## src/rtl/channel_demux_pkg.sv

```systemverilog
// -----------------------------------------------------------------------------
// channel_demux_pkg
// Shared definitions for the channel demultiplexer slice.
//   CNT_W    : width of all statistics counters
//   EMPTY_W  : width of the empty-bytes field carried with every beat
//   state_e  : packet-routing FSM states
//   is_onehot: true when exactly one bit of the (zero-extended) vector is set
// -----------------------------------------------------------------------------
package channel_demux_pkg;

  localparam int CNT_W   = 32;
  localparam int EMPTY_W = 6;

  typedef enum logic [1:0] {
    ST_IDLE = 2'd0,
    ST_FWD  = 2'd1,
    ST_DROP = 2'd2
  } state_e;

  // Channel vectors up to 32 bits are zero-extended into v by the caller.
  function automatic logic is_onehot(input logic [31:0] v);
    return (v != 32'd0) && ((v & (v - 32'd1)) == 32'd0);
  endfunction

endpackage

```

## src/rtl/channel_demux_if.sv

```systemverilog
// -----------------------------------------------------------------------------
// channel_demux_if
// Streaming bus for the demux: one upstream stream and NUM downstream streams.
//   in_*  : upstream beat (data/valid/sop/eop/empty/channel), in_ready and
//           in_almost_full flow back upstream
//   out_* : per-port beat, out_ready / out_almost_full flow back from each port
// Modports:
//   slave  : the demux view (consumes in_*, produces out_*)
//   master : the environment view (produces in_*, consumes out_*)
// -----------------------------------------------------------------------------
interface channel_demux_if
  import channel_demux_pkg::*;
#(
  parameter int WIDTH = 512,
  parameter int NUM   = 2
);

  logic [WIDTH-1:0]                in_data;
  logic                            in_valid;
  logic                            in_ready;
  logic                            in_sop;
  logic                            in_eop;
  logic [EMPTY_W-1:0]              in_empty;
  logic [NUM-1:0]                  in_channel;
  logic                            in_almost_full;

  logic [NUM-1:0][WIDTH-1:0]       out_data;
  logic [NUM-1:0]                  out_valid;
  logic [NUM-1:0]                  out_sop;
  logic [NUM-1:0]                  out_eop;
  logic [NUM-1:0][EMPTY_W-1:0]     out_empty;
  logic [NUM-1:0][NUM-1:0]         out_channel;
  logic [NUM-1:0]                  out_ready;
  logic [NUM-1:0]                  out_almost_full;

  modport slave (
    input  in_data, in_valid, in_sop, in_eop, in_empty, in_channel,
    output in_ready, in_almost_full,
    output out_data, out_valid, out_sop, out_eop, out_empty, out_channel,
    input  out_ready, out_almost_full
  );

  modport master (
    output in_data, in_valid, in_sop, in_eop, in_empty, in_channel,
    input  in_ready, in_almost_full,
    input  out_data, out_valid, out_sop, out_eop, out_empty, out_channel,
    output out_ready, out_almost_full
  );

endinterface

```

## src/rtl/channel_demux_chan_skid_buf.sv

```systemverilog
// -----------------------------------------------------------------------------
// chan_skid_buf
// Two-entry skid buffer for one output port. The head entry drives the port.
//   clk, rst   : clock, synchronous active-high reset (empties the buffer)
//   push       : write push_data this cycle (caller guarantees !full)
//   push_data  : payload {data, sop, eop, empty}
//   full       : both entries occupied (registered state only)
//   pop_ready  : downstream ready; head leaves when head_valid && pop_ready
//   head_valid : buffer not empty
//   head_data  : oldest payload
// -----------------------------------------------------------------------------
module chan_skid_buf #(
  parameter int PW = 520
) (
  input  logic          clk,
  input  logic          rst,
  input  logic          push,
  input  logic [PW-1:0] push_data,
  output logic          full,
  input  logic          pop_ready,
  output logic          head_valid,
  output logic [PW-1:0] head_data
);

  logic [1:0]    occ_r;
  logic [PW-1:0] head_r;
  logic [PW-1:0] tail_r;
  logic          pop_s;

  assign pop_s      = head_valid && pop_ready;
  assign head_valid = (occ_r != 2'd0);
  assign full       = (occ_r == 2'd2);
  assign head_data  = head_r;

  // Occupancy tracking; simultaneous push and pop leaves it unchanged.
  always_ff @(posedge clk) begin
    if (rst) begin
      occ_r <= 2'd0;
    end else begin
      case ({push, pop_s})
        2'b10:   occ_r <= occ_r + 2'd1;
        2'b01:   occ_r <= occ_r - 2'd1;
        default: occ_r <= occ_r;
      endcase
    end
  end

  // Payload storage; contents are don't-care while empty, so no reset.
  always_ff @(posedge clk) begin
    case ({push, pop_s})
      2'b10: begin
        if (occ_r == 2'd0) begin
          head_r <= push_data;
        end else begin
          tail_r <= push_data;
        end
      end
      2'b01: begin
        // At occupancy 1 the copy is harmless: the head becomes invalid.
        head_r <= tail_r;
      end
      2'b11: begin
        if (occ_r == 2'd1) begin
          head_r <= push_data;
        end else begin
          head_r <= tail_r;
          tail_r <= push_data;
        end
      end
      default: begin
        head_r <= head_r;
      end
    endcase
  end

endmodule

```

## src/rtl/channel_demux.sv

```systemverilog
// -----------------------------------------------------------------------------
// channel_demux
// Routes packets from one input stream to one of NUM output streams selected
// by the one-hot channel carried on the sop beat. Malformed framing is
// repaired or dropped and counted.
//   clk, rst  : clock, synchronous active-high reset
//   bus       : channel_demux_if.slave (input stream, NUM output streams)
//   pkt_cnt   : per-port count of eop beats forwarded (wraps)
//   drop_cnt  : packets discarded for a zero / multi-hot channel (wraps)
//   err_cnt   : framing errors: stray non-sop in idle, sop inside packet
// -----------------------------------------------------------------------------
module channel_demux
  import channel_demux_pkg::*;
#(
  parameter int WIDTH = 512,
  parameter int NUM   = 2
) (
  input  logic                      clk,
  input  logic                      rst,
  channel_demux_if.slave            bus,
  output logic [NUM-1:0][CNT_W-1:0] pkt_cnt,
  output logic [CNT_W-1:0]          drop_cnt,
  output logic [CNT_W-1:0]          err_cnt
);

  localparam int IDX_W = (NUM > 1) ? $clog2(NUM) : 1;
  localparam int PW    = WIDTH + 2 + EMPTY_W;

  state_e                    state_r;
  state_e                    state_nxt_s;
  logic [IDX_W-1:0]          port_r;
  logic [IDX_W-1:0]          port_nxt_s;
  logic [IDX_W-1:0]          ch_idx_s;
  logic                      ch_ok_s;
  logic [NUM-1:0]            full_s;
  logic                      in_ready_s;
  logic                      accept_s;
  logic [NUM-1:0]            push_s;
  logic                      push_sop_s;
  logic                      push_eop_s;
  logic                      drop_inc_s;
  logic                      err_inc_s;
  logic [PW-1:0]             push_data_s;
  logic                      in_almost_full_r;
  logic [NUM-1:0][CNT_W-1:0] pkt_cnt_r;
  logic [CNT_W-1:0]          drop_cnt_r;
  logic [CNT_W-1:0]          err_cnt_r;

  assign ch_ok_s     = is_onehot(32'(bus.in_channel));
  assign accept_s    = bus.in_valid && in_ready_s;
  assign push_data_s = {bus.in_data, push_sop_s, push_eop_s, bus.in_empty};

  // Index of the set channel bit; only meaningful when ch_ok_s.
  always_comb begin
    ch_idx_s = {IDX_W{1'b0}};
    for (int k = 0; k < NUM; k++) begin
      ch_idx_s = bus.in_channel[k] ? IDX_W'(k) : ch_idx_s;
    end
  end

  // Ready depends only on registered buffer fullness, never on out_ready.
  always_comb begin
    in_ready_s = 1'b1;
    case (state_r)
      ST_IDLE: in_ready_s = ch_ok_s ? !full_s[ch_idx_s] : 1'b1;
      ST_FWD:  in_ready_s = !full_s[port_r];
      ST_DROP: in_ready_s = 1'b1;
      default: in_ready_s = 1'b1;
    endcase
  end

  // FSM next state, per-port push strobes and framing repair.
  always_comb begin
    state_nxt_s = state_r;
    port_nxt_s  = port_r;
    push_s      = {NUM{1'b0}};
    push_sop_s  = bus.in_sop;
    push_eop_s  = bus.in_eop;
    drop_inc_s  = 1'b0;
    err_inc_s   = 1'b0;
    if (accept_s) begin
      case (state_r)
        ST_IDLE: begin
          if (!bus.in_sop) begin
            err_inc_s = 1'b1;
          end else if (ch_ok_s) begin
            port_nxt_s         = ch_idx_s;
            push_s[ch_idx_s]   = 1'b1;
            state_nxt_s        = bus.in_eop ? ST_IDLE : ST_FWD;
          end else begin
            drop_inc_s  = 1'b1;
            state_nxt_s = bus.in_eop ? ST_IDLE : ST_DROP;
          end
        end
        ST_FWD: begin
          push_s[port_r] = 1'b1;
          if (bus.in_sop) begin
            // A new sop closes the open packet; the new packet is discarded.
            push_sop_s  = 1'b0;
            push_eop_s  = 1'b1;
            err_inc_s   = 1'b1;
            state_nxt_s = bus.in_eop ? ST_IDLE : ST_DROP;
          end else begin
            state_nxt_s = bus.in_eop ? ST_IDLE : ST_FWD;
          end
        end
        ST_DROP: begin
          state_nxt_s = bus.in_eop ? ST_IDLE : ST_DROP;
        end
        default: begin
          state_nxt_s = ST_IDLE;
        end
      endcase
    end else begin
      state_nxt_s = state_r;
    end
  end

  // FSM state and latched destination port.
  always_ff @(posedge clk) begin
    if (rst) begin
      state_r <= ST_IDLE;
      port_r  <= {IDX_W{1'b0}};
    end else begin
      state_r <= state_nxt_s;
      port_r  <= port_nxt_s;
    end
  end

  // Statistics counters; wrap naturally at 2^CNT_W.
  always_ff @(posedge clk) begin
    if (rst) begin
      pkt_cnt_r  <= '0;
      drop_cnt_r <= {CNT_W{1'b0}};
      err_cnt_r  <= {CNT_W{1'b0}};
    end else begin
      for (int k = 0; k < NUM; k++) begin
        if (push_s[k] && push_eop_s) begin
          pkt_cnt_r[k] <= pkt_cnt_r[k] + 32'd1;
        end
      end
      if (drop_inc_s) begin
        drop_cnt_r <= drop_cnt_r + 32'd1;
      end
      if (err_inc_s) begin
        err_cnt_r <= err_cnt_r + 32'd1;
      end
    end
  end

  // Upstream backpressure hint: any downstream hint or any full buffer.
  always_ff @(posedge clk) begin
    if (rst) begin
      in_almost_full_r <= 1'b0;
    end else begin
      in_almost_full_r <= (|bus.out_almost_full) | (|full_s);
    end
  end

  for (genvar k = 0; k < NUM; k++) begin : g_port
    logic [PW-1:0] head_s;
    logic          head_valid_s;

    chan_skid_buf #(.PW(PW)) u_skid (
      .clk        (clk),
      .rst        (rst),
      .push       (push_s[k]),
      .push_data  (push_data_s),
      .full       (full_s[k]),
      .pop_ready  (bus.out_ready[k]),
      .head_valid (head_valid_s),
      .head_data  (head_s)
    );

    assign bus.out_valid[k]   = head_valid_s;
    assign bus.out_data[k]    = head_s[PW-1 -: WIDTH];
    assign bus.out_sop[k]     = head_s[EMPTY_W+1];
    assign bus.out_eop[k]     = head_s[EMPTY_W];
    assign bus.out_empty[k]   = head_s[EMPTY_W-1:0];
    assign bus.out_channel[k] = NUM'(1'b1) << k;
  end

  assign bus.in_ready       = in_ready_s;
  assign bus.in_almost_full = in_almost_full_r;
  assign pkt_cnt            = pkt_cnt_r;
  assign drop_cnt           = drop_cnt_r;
  assign err_cnt            = err_cnt_r;

endmodule

```

## src/flat_wrapper.sv

```systemverilog
// flat-port wrapper written by rule: the top's interface ports become plain ports
module channel_demux_flat import channel_demux_pkg::*;
#(
  parameter int WIDTH = 512,
  parameter int NUM   = 2
)
  (clk, rst, pkt_cnt, drop_cnt, err_cnt, bus_in_data, bus_in_valid, bus_in_sop, bus_in_eop, bus_in_empty, bus_in_channel, bus_in_ready, bus_in_almost_full, bus_out_data, bus_out_valid, bus_out_sop, bus_out_eop, bus_out_empty, bus_out_channel, bus_out_ready, bus_out_almost_full);
  channel_demux_if #(.WIDTH(WIDTH), .NUM(NUM)) bus_i ();
  input  logic clk;
  input  logic rst;
  output logic [NUM-1:0][CNT_W-1:0] pkt_cnt;
  output logic [CNT_W-1:0] drop_cnt;
  output logic [CNT_W-1:0] err_cnt;
  input wire logic [$bits(bus_i.in_data)-1:0] bus_in_data;
  input wire logic [$bits(bus_i.in_valid)-1:0] bus_in_valid;
  input wire logic [$bits(bus_i.in_sop)-1:0] bus_in_sop;
  input wire logic [$bits(bus_i.in_eop)-1:0] bus_in_eop;
  input wire logic [$bits(bus_i.in_empty)-1:0] bus_in_empty;
  input wire logic [$bits(bus_i.in_channel)-1:0] bus_in_channel;
  output wire logic [$bits(bus_i.in_ready)-1:0] bus_in_ready;
  output wire logic [$bits(bus_i.in_almost_full)-1:0] bus_in_almost_full;
  output wire logic [$bits(bus_i.out_data)-1:0] bus_out_data;
  output wire logic [$bits(bus_i.out_valid)-1:0] bus_out_valid;
  output wire logic [$bits(bus_i.out_sop)-1:0] bus_out_sop;
  output wire logic [$bits(bus_i.out_eop)-1:0] bus_out_eop;
  output wire logic [$bits(bus_i.out_empty)-1:0] bus_out_empty;
  output wire logic [$bits(bus_i.out_channel)-1:0] bus_out_channel;
  input wire logic [$bits(bus_i.out_ready)-1:0] bus_out_ready;
  input wire logic [$bits(bus_i.out_almost_full)-1:0] bus_out_almost_full;
  assign bus_i.in_data = bus_in_data;
  assign bus_i.in_valid = bus_in_valid;
  assign bus_i.in_sop = bus_in_sop;
  assign bus_i.in_eop = bus_in_eop;
  assign bus_i.in_empty = bus_in_empty;
  assign bus_i.in_channel = bus_in_channel;
  assign bus_in_ready = bus_i.in_ready;
  assign bus_in_almost_full = bus_i.in_almost_full;
  assign bus_out_data = bus_i.out_data;
  assign bus_out_valid = bus_i.out_valid;
  assign bus_out_sop = bus_i.out_sop;
  assign bus_out_eop = bus_i.out_eop;
  assign bus_out_empty = bus_i.out_empty;
  assign bus_out_channel = bus_i.out_channel;
  assign bus_i.out_ready = bus_out_ready;
  assign bus_i.out_almost_full = bus_out_almost_full;
  channel_demux #(.WIDTH(WIDTH), .NUM(NUM)) u_core (.clk(clk), .rst(rst), .bus(bus_i), .pkt_cnt(pkt_cnt), .drop_cnt(drop_cnt), .err_cnt(err_cnt));
endmodule
```

## config.mk

```make
export PLATFORM = sky130hd
export DESIGN_NAME = channel_demux_flat
export DESIGN_NICKNAME = d
export VERILOG_FILES = /design/src/rtl/channel_demux_pkg.sv /design/src/rtl/channel_demux_if.sv /design/src/rtl/channel_demux_chan_skid_buf.sv /design/src/rtl/channel_demux.sv /design/src/flat_wrapper.sv
export SDC_FILE = /design/constraint.sdc
export NUM_CORES = 2
export LEC_CHECK = 0
export ABC_AREA = 1
export CORE_AREA = 3 3 672 674
export CTS_CLUSTER_SIZE = 24
export DETAILED_ROUTE_END_ITERATION = 8
export DIE_AREA = 0 0 675 677
export PLACE_DENSITY = 0.36
export SYNTH_ARGS = -nofsm -noshare
export SYNTH_HDL_FRONTEND = slang
export SYNTH_SLANG_ARGS = --single-unit
```

## constraint.sdc

```tcl
create_clock -name clk -period 62 [get_ports clk]
set_input_delay 12.4 -clock clk [delete_from_list [all_inputs] [get_ports clk]]
set_output_delay 12.4 -clock clk [all_outputs]
set_load 0.01 [all_outputs]
```

==> impl_metrics.toml <==
[synthesis]
ys_seq_elements = 2216
syn_area_per_cell_um2 = 13.3
synth_cell_types = 30
synth_warnings = 0
synth_mux_area_share_pct = 0
synth_area_mm2 = 0.0848
synth-xor-area-share_pct = 0.589
synthCells = 6376
synth-adder-area-share_pct = 0.266
synth_top_family_by_area = "buffers and inverters"
synthSimpleGateAreaFrac_pct = 4.63
synth_compound_area_share_pct = 8.64
synth-seq-area-share_pct = 76.9

[critical_path]
worstPathMaxFanout = 5
worstPathRequired_ns = 49.60
reg2regPathDepth = 17
criticalPathCategory = "primary input to output port"
rrSetupSlack_ns = 54.37
worstReg2RegEnd = "u_core.g_port[1].u_skid.head_data[101]"
critPathCaptureType = "output port"
rr_startpoint = "u_core.g_port[1].u_skid.occ_r[0]"
worstPathArrival_ns = 14.38
startpoint_type = "primary input"

[timing]
fin_crit_sh_pct = 43.2
fmax_mhz = 37.3
hold_viol_final = 0
finClkSkew_ns = 0.0607
setup_viol = 0
layout_setup_ws_ns = 35.22
worst_pin_slew_ns = 1.24
fin_crit_ns = 26.78
final.setup.tns_ns = 0
drv_slew = 0
relSlewSlack_pct = 17.3
rsz0062_at_grt = "no"

[place]
place_ws_ns = 35.21
gp_congestion = 0.852
hpwl_um = 281000
io_buffer_count = 1700
post_dp_cell_area_mm2 = 0.109

[clock_network]
insertion_delay_ns = 0.91
post_cts_buffers = 0
cts-buffers-inserted = 280
clkTransAtPathRegs_ns = 0.06
hold_buffers = 0
cts_max_level = 5
clockBufferDepth = 4
clock_sinks = 2216
cts_resized = 0
tritoncts = "built"
root_buffer = "clkbuf_16"

[finish]
seqCellArea_mm2 = 0.0652
multi_input_area_mm2 = 0.0121
area_growth_pct = 38.5
final_common_cell = "edfxtp_1"
nNetsFinal = 8709
drive_gt1_share_pct = 5.72
fin_area_mm2 = 0.117
final.fill_count = 46053
final_cell_mix = "edfxtp_1 (2080), clkdlybuf4s50_1 (1699), inv_1 (1655)"

[routing]
ant_nets = 0
drt-wirelength-per-cell_um = 27.1
drc = 0
dr.pass1.iters = 7
drt-initial-drc-count = 4163
totalWireLength_um = 389000
vias = 57293
avgViaCountPerCell = 3.99

[worst_hold_path]
hold_path_class = "register to register"
hold_depth = 2
worstHoldStart = "u_core.port_r"
hold_end = "u_core.port_r"

[outcome]
status = "finished, final reports clean"

[global_routing]
grt_max_degree = 136
grt_pass1_vias = 57343
antenna_found_initial = 144
overflow = 0
grt_usage_pct = 16.3
grt_pass1_wl_um = 518000

[die]
rows = 245
start_util_pct = 19.0
ioPinCount = 1705
die_width_um = 675
die_area_mm2 = 0.457
die_h_um = 677
core_mm2 = 0.445

[pwr]
p_leak_uw = 0.0430
ir_drop_mv = 0.0200
powerDensity_mw_per_mm2 = 35.6
fin_total_pwr_uw = 4180

[run]
maxCapViolCount = 0
==> cells by family (layout without fill, tap and decap cells) <==
group,count (synthesis),after routing
other cells,2,43
flops,2216,2216
simple gates,944,944
xor+xnor,57,57
fa+ha+maj,18,18
compound gates,1200,1200
buf+inv,1939,3939
==> layout make-up <==
class	count	area share [%]
diodes	39	0.0831
clock buffers	349	6.31
clock inverters	149	1.05
inverters	1660	5.31
multi-input cells	2223	10.3
flip-flops and latches	2216	55.5
well taps	5928	6.32
repair buffers	1781	15.1
==> metal layers <==
layer  global-route usage, %  wire length, um  vias up
met5                       0              274        -
li1                        -                -    25748
met3                    4.72            29700      598
met1                    19.3           154000    28871
met2                    28.1           191000     2034
met4                    5.16            13500       42
==> worst max-delay path: stages <==
cell             delay, ns
clkdlybuf4s50_1       0.56
inv_1                 0.08
ha_1                  0.34
inv_1                 0.11
nand3_1               0.10
nand2_1               0.12
nand3_4               0.14
clkdlybuf4s50_1       0.52
==> state kept, by name (all words and copies together) (netlist names) <==
signal                          count
u_core.bus.in_almost_full           1
u_core.drop_cnt                    32
u_core.err_cnt                     32
u_core.g_port.u_skid.head_data   1040
u_core.g_port.u_skid.occ_r          4
u_core.g_port.u_skid.tail_r      1040
u_core.pkt_cnt                     64
u_core.port_r                       1
u_core.state_r                      2
==> Yosys cell counts <==
| cell | count | area share (%) |
|---|---|---|
| nand3b_1 | 41 | 0.36 |
| buf_6 | 1 | 0.013 |
| xnor2_1 | 11 | 0.11 |
| ha_1 | 18 | 0.27 |
| dfxtp_1 | 136 | 3.2 |
| o311ai_0 | 1 | 0.010 |
| nor3_1 | 26 | 0.15 |
| nand4_1 | 6 | 0.044 |
| inv_2 | 5 | 0.022 |
| nand3_2 | 1 | 0.012 |
| nand3_4 | 1 | 0.021 |
| nand3_1 | 94 | 0.56 |
| nand2_4 | 1 | 0.013 |
| edfxtp_1 | 2080 | 74 |
| nor2_1 | 189 | 0.84 |
| nand2_1 | 579 | 2.6 |
| nor2_4 | 3 | 0.040 |
| conb_1 | 2 | 0.0089 |
| o21ai_1 | 2 | 0.012 |
| buf_2 | 186 | 1.1 |
| xor2_1 | 46 | 0.48 |
| o22ai_1 | 1041 | 7.7 |
| a21oi_1 | 141 | 0.83 |
| o21ai_0 | 13 | 0.077 |
| inv_1 | 1655 | 7.3 |
| nand2_2 | 1 | 0.0074 |
| buf_4 | 21 | 0.19 |
| clkbuf_1 | 71 | 0.31 |
| nor2_2 | 2 | 0.015 |
| o2111ai_1 | 2 | 0.021 |
==> where the power goes <==
| part | internal, uW | leakage [uW] | switching [uW] |
|---|---|---|---|
| clock network | 902 | 0.00422 | 674 |
| registers | 1840 | 0.0202 | 62.6 |
| logic | 258 | 0.0187 | 444 |
| total | 3000 | 0.0430 | 1180 |
==> worst max path at each step <==
stage	end	slack [ns]	depth (start not counted)	startpoint
2_1_floorplan	u_core.g_port[0].u_skid.head_data[0]	10.38	10	bus_in_channel[0]
3_3_place_gp	bus_in_ready	35.15	8	bus_in_channel[0]
3_5_place_dp	bus_in_ready	35.21	8	bus_in_channel[0]
4_1_cts	bus_in_ready	35.21	8	bus_in_channel[0]
5_1_grt	bus_in_ready	35.15	8	bus_in_channel[0]
6_report	bus_in_ready	35.22	8	bus_in_channel[0]
==> through the flow <==
step                      utilization, %  std cells  hold WS [ns]
final                               26.4      14345         0.496
after global routing                26.3      14320         0.519
after CTS                           26.3      14306         0.488
after detailed placement            24.4      13808         0.476
after global placement              24.4      13808         0.473
after floorplan                        -       6378         0.452
Note: power is estimated with default switching activity, not from simulation.
==> patch, RTL diff (config.mk and constraints unchanged) <==
Register the output `drop_cnt` once more, with the module's reset; this adds one clock of latency there. The other outputs are not delayed to match.
--- a/src/rtl/channel_demux.sv
+++ b/src/rtl/channel_demux.sv
@@ -185,3 +185,9 @@
   assign pkt_cnt            = pkt_cnt_r;
-  assign drop_cnt           = drop_cnt_r;
+  always_ff @(posedge clk) begin
+    if (rst) begin
+      drop_cnt <= '0;
+    end else begin
+      drop_cnt <= drop_cnt_r;
+    end
+  end
   assign err_cnt            = err_cnt_r;
Function: not settled (the Yosys comparison gave no result); the edit may change what the design does.
==> patch against the original RTL <==
Global-route usage grew 0.54 points. Power grew 2.5%. Design area grew 1.1%. Wire length grew 3.4%. Maximum frequency shrank 0.19%. Clock power grew 5%. Die area is the same. Area after synthesis grew 1.0%. Sequential cell count grew 32. Setup slack lost 0.051 ns.
==> patch: results (changes against the original RTL) <==
<table>
<tr><th>Metric</th><th>Value</th></tr>
<tr><th colspan="2">Drt</th></tr>
<tr><td>Detailed-routing wirelength on met1</td><td>151500 um (-1.4%)</td></tr>
<tr><td>Met3 wirelength from detailed routing</td><td>32410 um (+9.3%)</td></tr>
<tr><td>Met2 layer wire length in the routed design</td><td>203700 um (+6.4%)</td></tr>
<tr><td>Iteration-0 DRC count of the detailed router</td><td>4313 (+3.6%)</td></tr>
<tr><th colspan="2">Setup path</th></tr>
<tr><td>Reg-to-reg critical path startpoint</td><td>u_core.g_port[0].u_skid.occ_r[0]</td></tr>
<tr><td>Arrival time at the worst endpoint</td><td>14.43 ns (+0.05 ns)</td></tr>
<tr><td>Delay of the slowest cell on the worst path</td><td>0.54 ns (-0.02 ns)</td></tr>
<tr><td>R2R setup slack</td><td>53.47 ns (-0.90 ns)</td></tr>
<tr><th colspan="2">GRT</th></tr>
<tr><td>Pin count of the biggest net entering global routing</td><td>125 (-8.1%)</td></tr>
<tr><td>Vias in the first global route</td><td>57070 (-0.47%)</td></tr>
<tr><td>Met1 layer usage reported by global route</td><td>18.77% (-0.56 points)</td></tr>
<tr><td>Grt met3 use</td><td>5.555% (+0.84 points)</td></tr>
<tr><td>Total global routing track utilization</td><td>16.82% (+0.54 points)</td></tr>
<tr><th colspan="2">STA</th></tr>
<tr><td>Slew at the pin closest to its max-slew limit</td><td>1.349 ns (+0.1084 ns)</td></tr>
<tr><td>Maximum clock skew at final layout</td><td>0.05412 ns (-0.006583 ns)</td></tr>
<tr><th colspan="2">Yosys</th></tr>
<tr><td>Post-Synth Adder-Cell Area</td><td>0.2631% (-0.0026 points)</td></tr>
<tr><td>Largest cells by area after synthesis</td><td>edfxtp_1 (73%), o22ai_1 (7.6%), inv_1 (7.3%), dfxtp_1 (3.9%), nand2_1 (2.5%)</td></tr>
<tr><td>Number of distinct library cells after synthesis</td><td>29 (-3.3%)</td></tr>
<tr><th colspan="2">Run status</th></tr>
<tr><td>Status</td><td>finished clean</td></tr>
<tr><th colspan="2">Worst hold path</th></tr>
<tr><td>Startpoint of the most critical hold path</td><td>u_core.drop_cnt_r[31]</td></tr>
<tr><td>End point of the worst hold path</td><td>u_core.drop_cnt_r[31]</td></tr>
<tr><th colspan="2">Finish</th></tr>
<tr><td>Share of post-route cells with drive strength above 1</td><td>6.022% (+0.30 points)</td></tr>
<tr><td>Number of fill cells in the layout</td><td>45930 (-0.27%)</td></tr>
<tr><th colspan="2">Power and ir drop</th></tr>
<tr><td>Switching share of power</td><td>28.25% (about the same)</td></tr>
<tr><td>Power consumed by the clock network</td><td>0.00166 W (+5%)</td></tr>
<tr><th colspan="2">Placement</th></tr>
<tr><td># placed instances</td><td>13900 (+0.63%)</td></tr>
<tr><td>Post-place instance area</td><td>109500 um^2 (+0.72%)</td></tr>
<tr><th colspan="2">Clock network</th></tr>
<tr><td>Total clock buffers created by CTS</td><td>290 (+3.6%)</td></tr>
</table>
## patch: changes by cell type after synthesis, sizes merged, moves of 4 or more
cell,delta
nor2,+32
dfxtp,+32
buf,+4
nand3,+5
nand3b,-5
inv,+17
## patch: worst reg2reg max path, cell delays in order (launching register included)
cell,delay (ns)
dfxtp_1,0.33
inv_1,0.08
ha_1,0.27
inv_1,0.13
nand2_1,0.10
nand3_1,0.09
nand2_1,0.11
nand3_4,0.16
nand2_4,0.13
nor2_4,0.77
inv_1,0.25
o21ai_4,0.85
buf_4,0.74
buf_4,0.75
buf_4,0.77
buf_4,0.83
buf_4,1.00
buf_4,0.74
## patch: cell type report
cell class | instances | share of cell area (%)
inverters | 1677 | 5.302
clock buffers | 347 | 6.365
multi-input cells | 2256 | 10.27
diodes | 42 | 0.08853
flip-flops and latches | 2248 | 55.45
repair buffers | 1786 | 14.94
well taps | 5928 | 6.248
clock inverters | 172 | 1.342
